==> src/rtl/ram_arbiter_if.sv <==
// Requester-side handshake bundle for one port of the RAM arbiter.
// master = requester (CPU or DMA), slave = arbiter.
interface ram_arbiter_if #(
  parameter int AW = 16,
  parameter int DW = 32
);
  logic          req;
  logic          we;
  logic [AW-1:0] addr;
  logic [DW-1:0] wdata;
  logic          gnt;
  logic          rvalid;
  logic [DW-1:0] rdata;

  modport master (output req, we, addr, wdata, input gnt, rvalid, rdata);
  modport slave  (input req, we, addr, wdata, output gnt, rvalid, rdata);
endinterface

==> src/rtl/ram_arbiter.sv <==
// Round-robin arbiter sharing one synchronous single-port RAM between the CPU
// load/store path and the RS232 loader DMA; read data returned in grant order.
module ram_arbiter #(
  parameter int AW = 16,
  parameter int DW = 32
) (
  input  logic          clk,
  input  logic          resetN,
  ram_arbiter_if.slave  cpu,
  ram_arbiter_if.slave  dma,
  output logic [AW-1:0] ram_addr,
  output logic [DW-1:0] ram_data,
  output logic          ram_rden,
  output logic          ram_wren,
  input  logic [DW-1:0] ram_q
);
  localparam logic OWN_CPU = 1'b0;
  localparam logic OWN_DMA = 1'b1;

  logic          last_gnt;
  logic          cpu_gnt, dma_gnt;
  logic          tag1_v, tag1_own;
  logic          tag2_v, tag2_own;
  logic          cpu_rvalid_q, dma_rvalid_q;
  logic [DW-1:0] cpu_rdata_q, dma_rdata_q;

  // On a tie the port that did not win last time goes first.
  always_comb begin
    cpu_gnt = resetN && cpu.req && (!dma.req || (last_gnt == OWN_DMA));
    dma_gnt = resetN && dma.req && (!cpu.req || (last_gnt == OWN_CPU));
  end

  assign cpu.gnt    = cpu_gnt;
  assign dma.gnt    = dma_gnt;
  assign cpu.rvalid = cpu_rvalid_q;
  assign dma.rvalid = dma_rvalid_q;
  assign cpu.rdata  = cpu_rdata_q;
  assign dma.rdata  = dma_rdata_q;

  always_ff @(posedge clk or negedge resetN) begin
    if (!resetN) begin
      last_gnt     <= OWN_DMA;
      ram_addr     <= '0;
      ram_data     <= '0;
      ram_rden     <= 1'b0;
      ram_wren     <= 1'b0;
      tag1_v       <= 1'b0;
      tag1_own     <= OWN_CPU;
      tag2_v       <= 1'b0;
      tag2_own     <= OWN_CPU;
      cpu_rvalid_q <= 1'b0;
      dma_rvalid_q <= 1'b0;
      cpu_rdata_q  <= '0;
      dma_rdata_q  <= '0;
    end else begin
      ram_rden <= 1'b0;
      ram_wren <= 1'b0;
      tag1_v   <= 1'b0;
      if (cpu_gnt) begin
        ram_addr <= cpu.addr;
        ram_data <= cpu.wdata;
        ram_wren <= cpu.we;
        ram_rden <= !cpu.we;
        tag1_v   <= !cpu.we;
        tag1_own <= OWN_CPU;
        last_gnt <= OWN_CPU;
      end else if (dma_gnt) begin
        ram_addr <= dma.addr;
        ram_data <= dma.wdata;
        ram_wren <= dma.we;
        ram_rden <= !dma.we;
        tag1_v   <= !dma.we;
        tag1_own <= OWN_DMA;
        last_gnt <= OWN_DMA;
      end

      // Stage 2 lines up with ram_q; its owner takes the data on this edge.
      tag2_v       <= tag1_v;
      tag2_own     <= tag1_own;
      cpu_rvalid_q <= tag2_v && (tag2_own == OWN_CPU);
      dma_rvalid_q <= tag2_v && (tag2_own == OWN_DMA);
      if (tag2_v && (tag2_own == OWN_CPU)) cpu_rdata_q <= ram_q;
      if (tag2_v && (tag2_own == OWN_DMA)) dma_rdata_q <= ram_q;
    end
  end
endmodule

==> src/flat_wrapper.sv <==
// flat-port wrapper written by rule: the top's interface ports become plain ports
module ram_arbiter_flat 
#(
  parameter int AW = 16,
  parameter int DW = 32
)
  (clk, resetN, ram_addr, ram_data, ram_rden, ram_wren, ram_q, cpu_req, cpu_we, cpu_addr, cpu_wdata, cpu_gnt, cpu_rvalid, cpu_rdata, dma_req, dma_we, dma_addr, dma_wdata, dma_gnt, dma_rvalid, dma_rdata);
  ram_arbiter_if #(.AW(AW), .DW(DW)) cpu_i ();
  ram_arbiter_if #(.AW(AW), .DW(DW)) dma_i ();
  input  logic clk;
  input  logic resetN;
  output logic [AW-1:0] ram_addr;
  output logic [DW-1:0] ram_data;
  output logic ram_rden;
  output logic ram_wren;
  input  logic [DW-1:0] ram_q;
  input wire logic [$bits(cpu_i.req)-1:0] cpu_req;
  input wire logic [$bits(cpu_i.we)-1:0] cpu_we;
  input wire logic [$bits(cpu_i.addr)-1:0] cpu_addr;
  input wire logic [$bits(cpu_i.wdata)-1:0] cpu_wdata;
  output wire logic [$bits(cpu_i.gnt)-1:0] cpu_gnt;
  output wire logic [$bits(cpu_i.rvalid)-1:0] cpu_rvalid;
  output wire logic [$bits(cpu_i.rdata)-1:0] cpu_rdata;
  input wire logic [$bits(dma_i.req)-1:0] dma_req;
  input wire logic [$bits(dma_i.we)-1:0] dma_we;
  input wire logic [$bits(dma_i.addr)-1:0] dma_addr;
  input wire logic [$bits(dma_i.wdata)-1:0] dma_wdata;
  output wire logic [$bits(dma_i.gnt)-1:0] dma_gnt;
  output wire logic [$bits(dma_i.rvalid)-1:0] dma_rvalid;
  output wire logic [$bits(dma_i.rdata)-1:0] dma_rdata;
  assign cpu_i.req = cpu_req;
  assign cpu_i.we = cpu_we;
  assign cpu_i.addr = cpu_addr;
  assign cpu_i.wdata = cpu_wdata;
  assign cpu_gnt = cpu_i.gnt;
  assign cpu_rvalid = cpu_i.rvalid;
  assign cpu_rdata = cpu_i.rdata;
  assign dma_i.req = dma_req;
  assign dma_i.we = dma_we;
  assign dma_i.addr = dma_addr;
  assign dma_i.wdata = dma_wdata;
  assign dma_gnt = dma_i.gnt;
  assign dma_rvalid = dma_i.rvalid;
  assign dma_rdata = dma_i.rdata;
  ram_arbiter #(.AW(AW), .DW(DW)) u_core (.clk(clk), .resetN(resetN), .cpu(cpu_i), .dma(dma_i), .ram_addr(ram_addr), .ram_data(ram_data), .ram_rden(ram_rden), .ram_wren(ram_wren), .ram_q(ram_q));
endmodule
==> config.mk <==
export PLATFORM = sky130hd
export DESIGN_NAME = ram_arbiter_flat
export DESIGN_NICKNAME = d
export VERILOG_FILES = /design/src/rtl/ram_arbiter_if.sv /design/src/rtl/ram_arbiter.sv /design/src/flat_wrapper.sv
export SDC_FILE = /design/constraint.sdc
export NUM_CORES = 1
export LEC_CHECK = 0
export CORE_MARGIN = 4
export CORE_UTILIZATION = 40
export CTS_BUF_LIST = sky130_fd_sc_hd__clkbuf_4 sky130_fd_sc_hd__clkbuf_8 sky130_fd_sc_hd__clkbuf_16
export DETAILED_ROUTE_END_ITERATION = 10
export PLACE_DENSITY = 0.83
export SETUP_SLACK_MARGIN = 0.15
export SLEW_MARGIN = 25
export SYNTH_ARGS = -nofsm -noshare
export SYNTH_HDL_FRONTEND = slang
export SYNTH_SLANG_ARGS = --single-unit
export TNS_END_PERCENT = 50
==> constraint.sdc <==
create_clock -name clk -period 1.65 [get_ports clk]
set_input_delay 0.165 -clock clk [delete_from_list [all_inputs] [get_ports clk]]
set_output_delay 0.165 -clock clk [all_outputs]
set_load 0.05 [all_outputs]
; Word level (Yosys, flattened, before mapping)
; Index checks and enable logic that the tools add are counted.
[op_classes]
mux = 10
bitwise_logic = 2
reduce_logical = 13
[op_table]
columns = op, count
row1 = two-way mux 32 bit, 2
row2 = two-way mux 16 bit, 2
row3 = logical AND 1 bit, 6
row4 = two-way mux 1 bit, 6
row5 = zero test 1 bit, 4
row6 = logical OR 1 bit, 2
row7 = NOT 1 bit, 2
row8 = nonzero test 2 bit, 1
[word_totals]
register_bits = 120
inputBits = 134
wordCells = 37

; Depth between registers and ports, before layout
[depth]
word_depth = 5
ltp_mapped = 6
mapped_depth_nobuf = 3

; Worst setup path before layout
; Ideal clock, no wire load.
[synth_path]
path_kind = reg-to-output
from = register u_core.last_gnt
to = output cpu_gnt
arrival_ns = 1.543
t_required_ns = 1.485
setup_slack_ns = -0.058
stages_incl_launch_ff = 4
path_cell_list = dfstp_2 and2b_1 clkbuf_2 nor2_1
[synth_between]
elab_chain_len = 2
[synth_lines]
columns = element, line
row1 = from (decl), ram_arbiter.sv:20  ; logic last_gnt;
row2 = from (signal assigned), ram_arbiter.sv:42  ; last_gnt <= OWN_DMA;
row3 = from (signal assigned), ram_arbiter.sv:66  ; last_gnt <= OWN_CPU;
row4 = from (signal assigned), ram_arbiter.sv:74  ; last_gnt <= OWN_DMA;
row5 = logical OR 1 bit, ram_arbiter.sv:29  ; cpu_gnt = resetN && cpu.req && (!dma.req || (last_gnt == OWN_DMA));
row6 = logical AND 1 bit, ram_arbiter.sv:29
row7 = to (decl), flat_wrapper.sv:21  ; output wire logic [$bits(cpu_i.gnt)-1:0] cpu_gnt;
; No other way between the ends.

; Final worst setup path
; Ends and elaborated chain as after synthesis.

==> metrics.cfg <==
[flow_run]
maxCapViolCount=0

[yosys]
seq_area_frac_synth=0.5979
synth_fp_nets=568
ys.warnings.count=0
synth.distinct_cells=25
synth_area_um2=5025
synthCells=434
ys_ff_latch=120
synth_top_cell_by_area=dfrtp_1
syn_area_per_cell_um2=11.58
yosysTopAreaCellShare=0.5926
synth_area_leaders=dfrtp_1 (59%), mux2_2 (14%), a31oi_1 (6.0%)

[timing]
post-route-min-period_ns=1.728
fmax_mhz=578.6
slew_headroom=0.4385
whs_ns=0.003284
timing.final.crit_share=1.047
tightest_slew_ns=0.8422
setup_viol=1
final_max_slew_viol_count=0
grt_setup_unrepaired=true
setup_slack_ns=-0.07829
setup_tns_ns=-0.07829
finClkSkew_ns=0.01124
hold_viol_final=0

[power_and_ir_drop]
leakagePower_nw=3.512
design_power_total_mw=13.75
ir_drop_uv=596.7
power_density_nw_per_um2=1669

[drt]
first_pass_iters=5
drc=0
dr_total_vias=4477
wirelength_um=15190
initialDrtViolationCount=335
via_per_inst=5.146
post_drt_wl_per_cell_um=17.46
ant_nets=0

[floorplan]
io_pins=252
core_um2=12160
fp.dieArea_um2=14420
num_rows=40
die_x_um=120.1
start_util=0.4132
die_h_um=120.1

[critical_path]
critPathMaxStageDelay_ns=0.52
reg2reg_slack_ns=0.17
slowest_stage=dfstp_2
endpoint_kind=primary output
required_ns=1.48
cp.buffers_inverters=2
startpoint_type=register
worst-path-max-fanout=6
critical_path_arrival_ns=1.56
crit_chain=and2b_2 > buf_12 > nor2_4 > buf_12
critPathTopFamily=flip-flops
crit_top_cell=buf_12
critical_path_class=reg2out

[global_route]
grt_util_all_layers=0.2095
grt-ovfl-total=0
grt_max_degree=68
grt_pass1_wl_um=23830
antenna_found_initial=0
grt_pass1_vias=4567

[cts]
clock_latency_ns=0.40
cts_tree=built
clkSinkCount=120
cts_buffers=17
cts.path.max_buffers=2
clockRootBuffer=clkbuf_16
clk_pin_slew_worst_paths_ns=0.05
htreeDepth=4

[placement]
place.gp.congestion=0.8153
io_buffers=251
dp_cells=829
pre_cts_slack_ns=0.07631
place_area_um2=7512
place_hpwl_um=10800

[layout]
layout_commonest_cell=clkdlybuf4s50_1
antennaDiodeCount=0
final_layout_size_suffix_gt1_frac=0.3248
stdcell_area_um2=8237
finalNonFillerCells=870
final_cell_mix=clkdlybuf4s50_1 (132), dfrtp_1 (119), buf_4 (109)
layout.nets=823
syn_to_final_growth_pct=63.92
utilization=0.6773

[worst_hold_path]
hold_path_class=in2async

[status]
status=finished, violations left
violations=setup timing

[sequential cells by signal, summed over array words and instances (netlist names)]
name and cells:
u_core.cpu.rdata 32, u_core.dma.rdata 32, u_core.ram_data 32, u_core.ram_addr 16, u_core.cpu.rvalid 1, u_core.dma.rvalid 1, u_core.last_gnt 1, u_core.ram_rden 1
u_core.ram_wren 1, u_core.tag1_own 1, u_core.tag2_own 1, u_core.tag2_v 1
[worst paths after layout]
check	start	endpoint	cells past startpoint
setup / recovery	u_core.last_gnt	cpu_gnt	4
hold reg to reg	u_core.tag1_own	u_core.tag2_own	0
hold / removal	resetN	u_core.ram_addr[11]	2
min in group clk	resetN	u_core.last_gnt	3
max in group asynchronous	resetN	u_core.dma.rdata[3]	3
setup reg to reg	u_core.last_gnt	u_core.ram_addr[0]	5
[worst reg2reg max path, delay by kind of cell, from the launching register on]
family                 cells  cell delay, ns
buffers and inverters      2            0.31
and+or+nand+nor            1            0.24
DFF                        1            0.52
AOI/OAI and AO/OA          2            0.29
[power breakdown]
group | internal (mW) | leakage, nW | switching, mW
Combinational | 1.92 | 1.82 | 3.78
Sequential | 3.73 | 1.39 | 0.429
Clock | 2.56 | 0.308 | 1.33
Total | 8.21 | 3.51 | 5.54
[cell families after synthesis]
family | Yosys count | synth area share
muxes | 64 | 0.1434
DFF | 120 | 0.5979
AOI/OAI and AO/OA | 102 | 0.1145
and+or+nand+nor | 108 | 0.09662
buffers and inverters | 40 | 0.04756
[metal layers]
metal / vias up / wire, um / global-route usage
met4: 0 / 217 / 0.07087
met1: 2174 / 6107 / 0.2604
met5: - / 0 / 0
met2: 211 / 7694 / 0.3460
li1: 2075 / - / -
met3: 17 / 1173 / 0.06645
[cell usage after synthesis (all sizes together)]
cell,n
dfrtp,119
mux2,64
o21ai,51
nand3,49
nor2,49
a31oi,48
buf,33
clkbuf,6
nand2,4
nand2b,2
a21boi,1
a21oi,1
and2,1
and2b,1
and3,1
dfstp,1
inv,1
nor2b,1
o21a,1
[repair_timing]
action | in CTS | in global routing
buffers inserted | 2 | 5
hold endpoints to repair | 14 | 0
endpoints found under the setup margin | 21 | 50
pin swaps | 2 | 1
hold buffers | 1 | 0
cloned | 1 | 0
gates resized for setup | 25 | 14
[final cells by class]
class,instances,area [um^2]
timing repair buffer,275,2582
tap,168,210.2
clock inverter,14,198.9
sequential,120,3004
clock buffer,18,432.9
multi-input combinational,274,1804
fill,887,3925
inverter,1,3.754
Note: power is estimated with default switching activity, not from simulation.
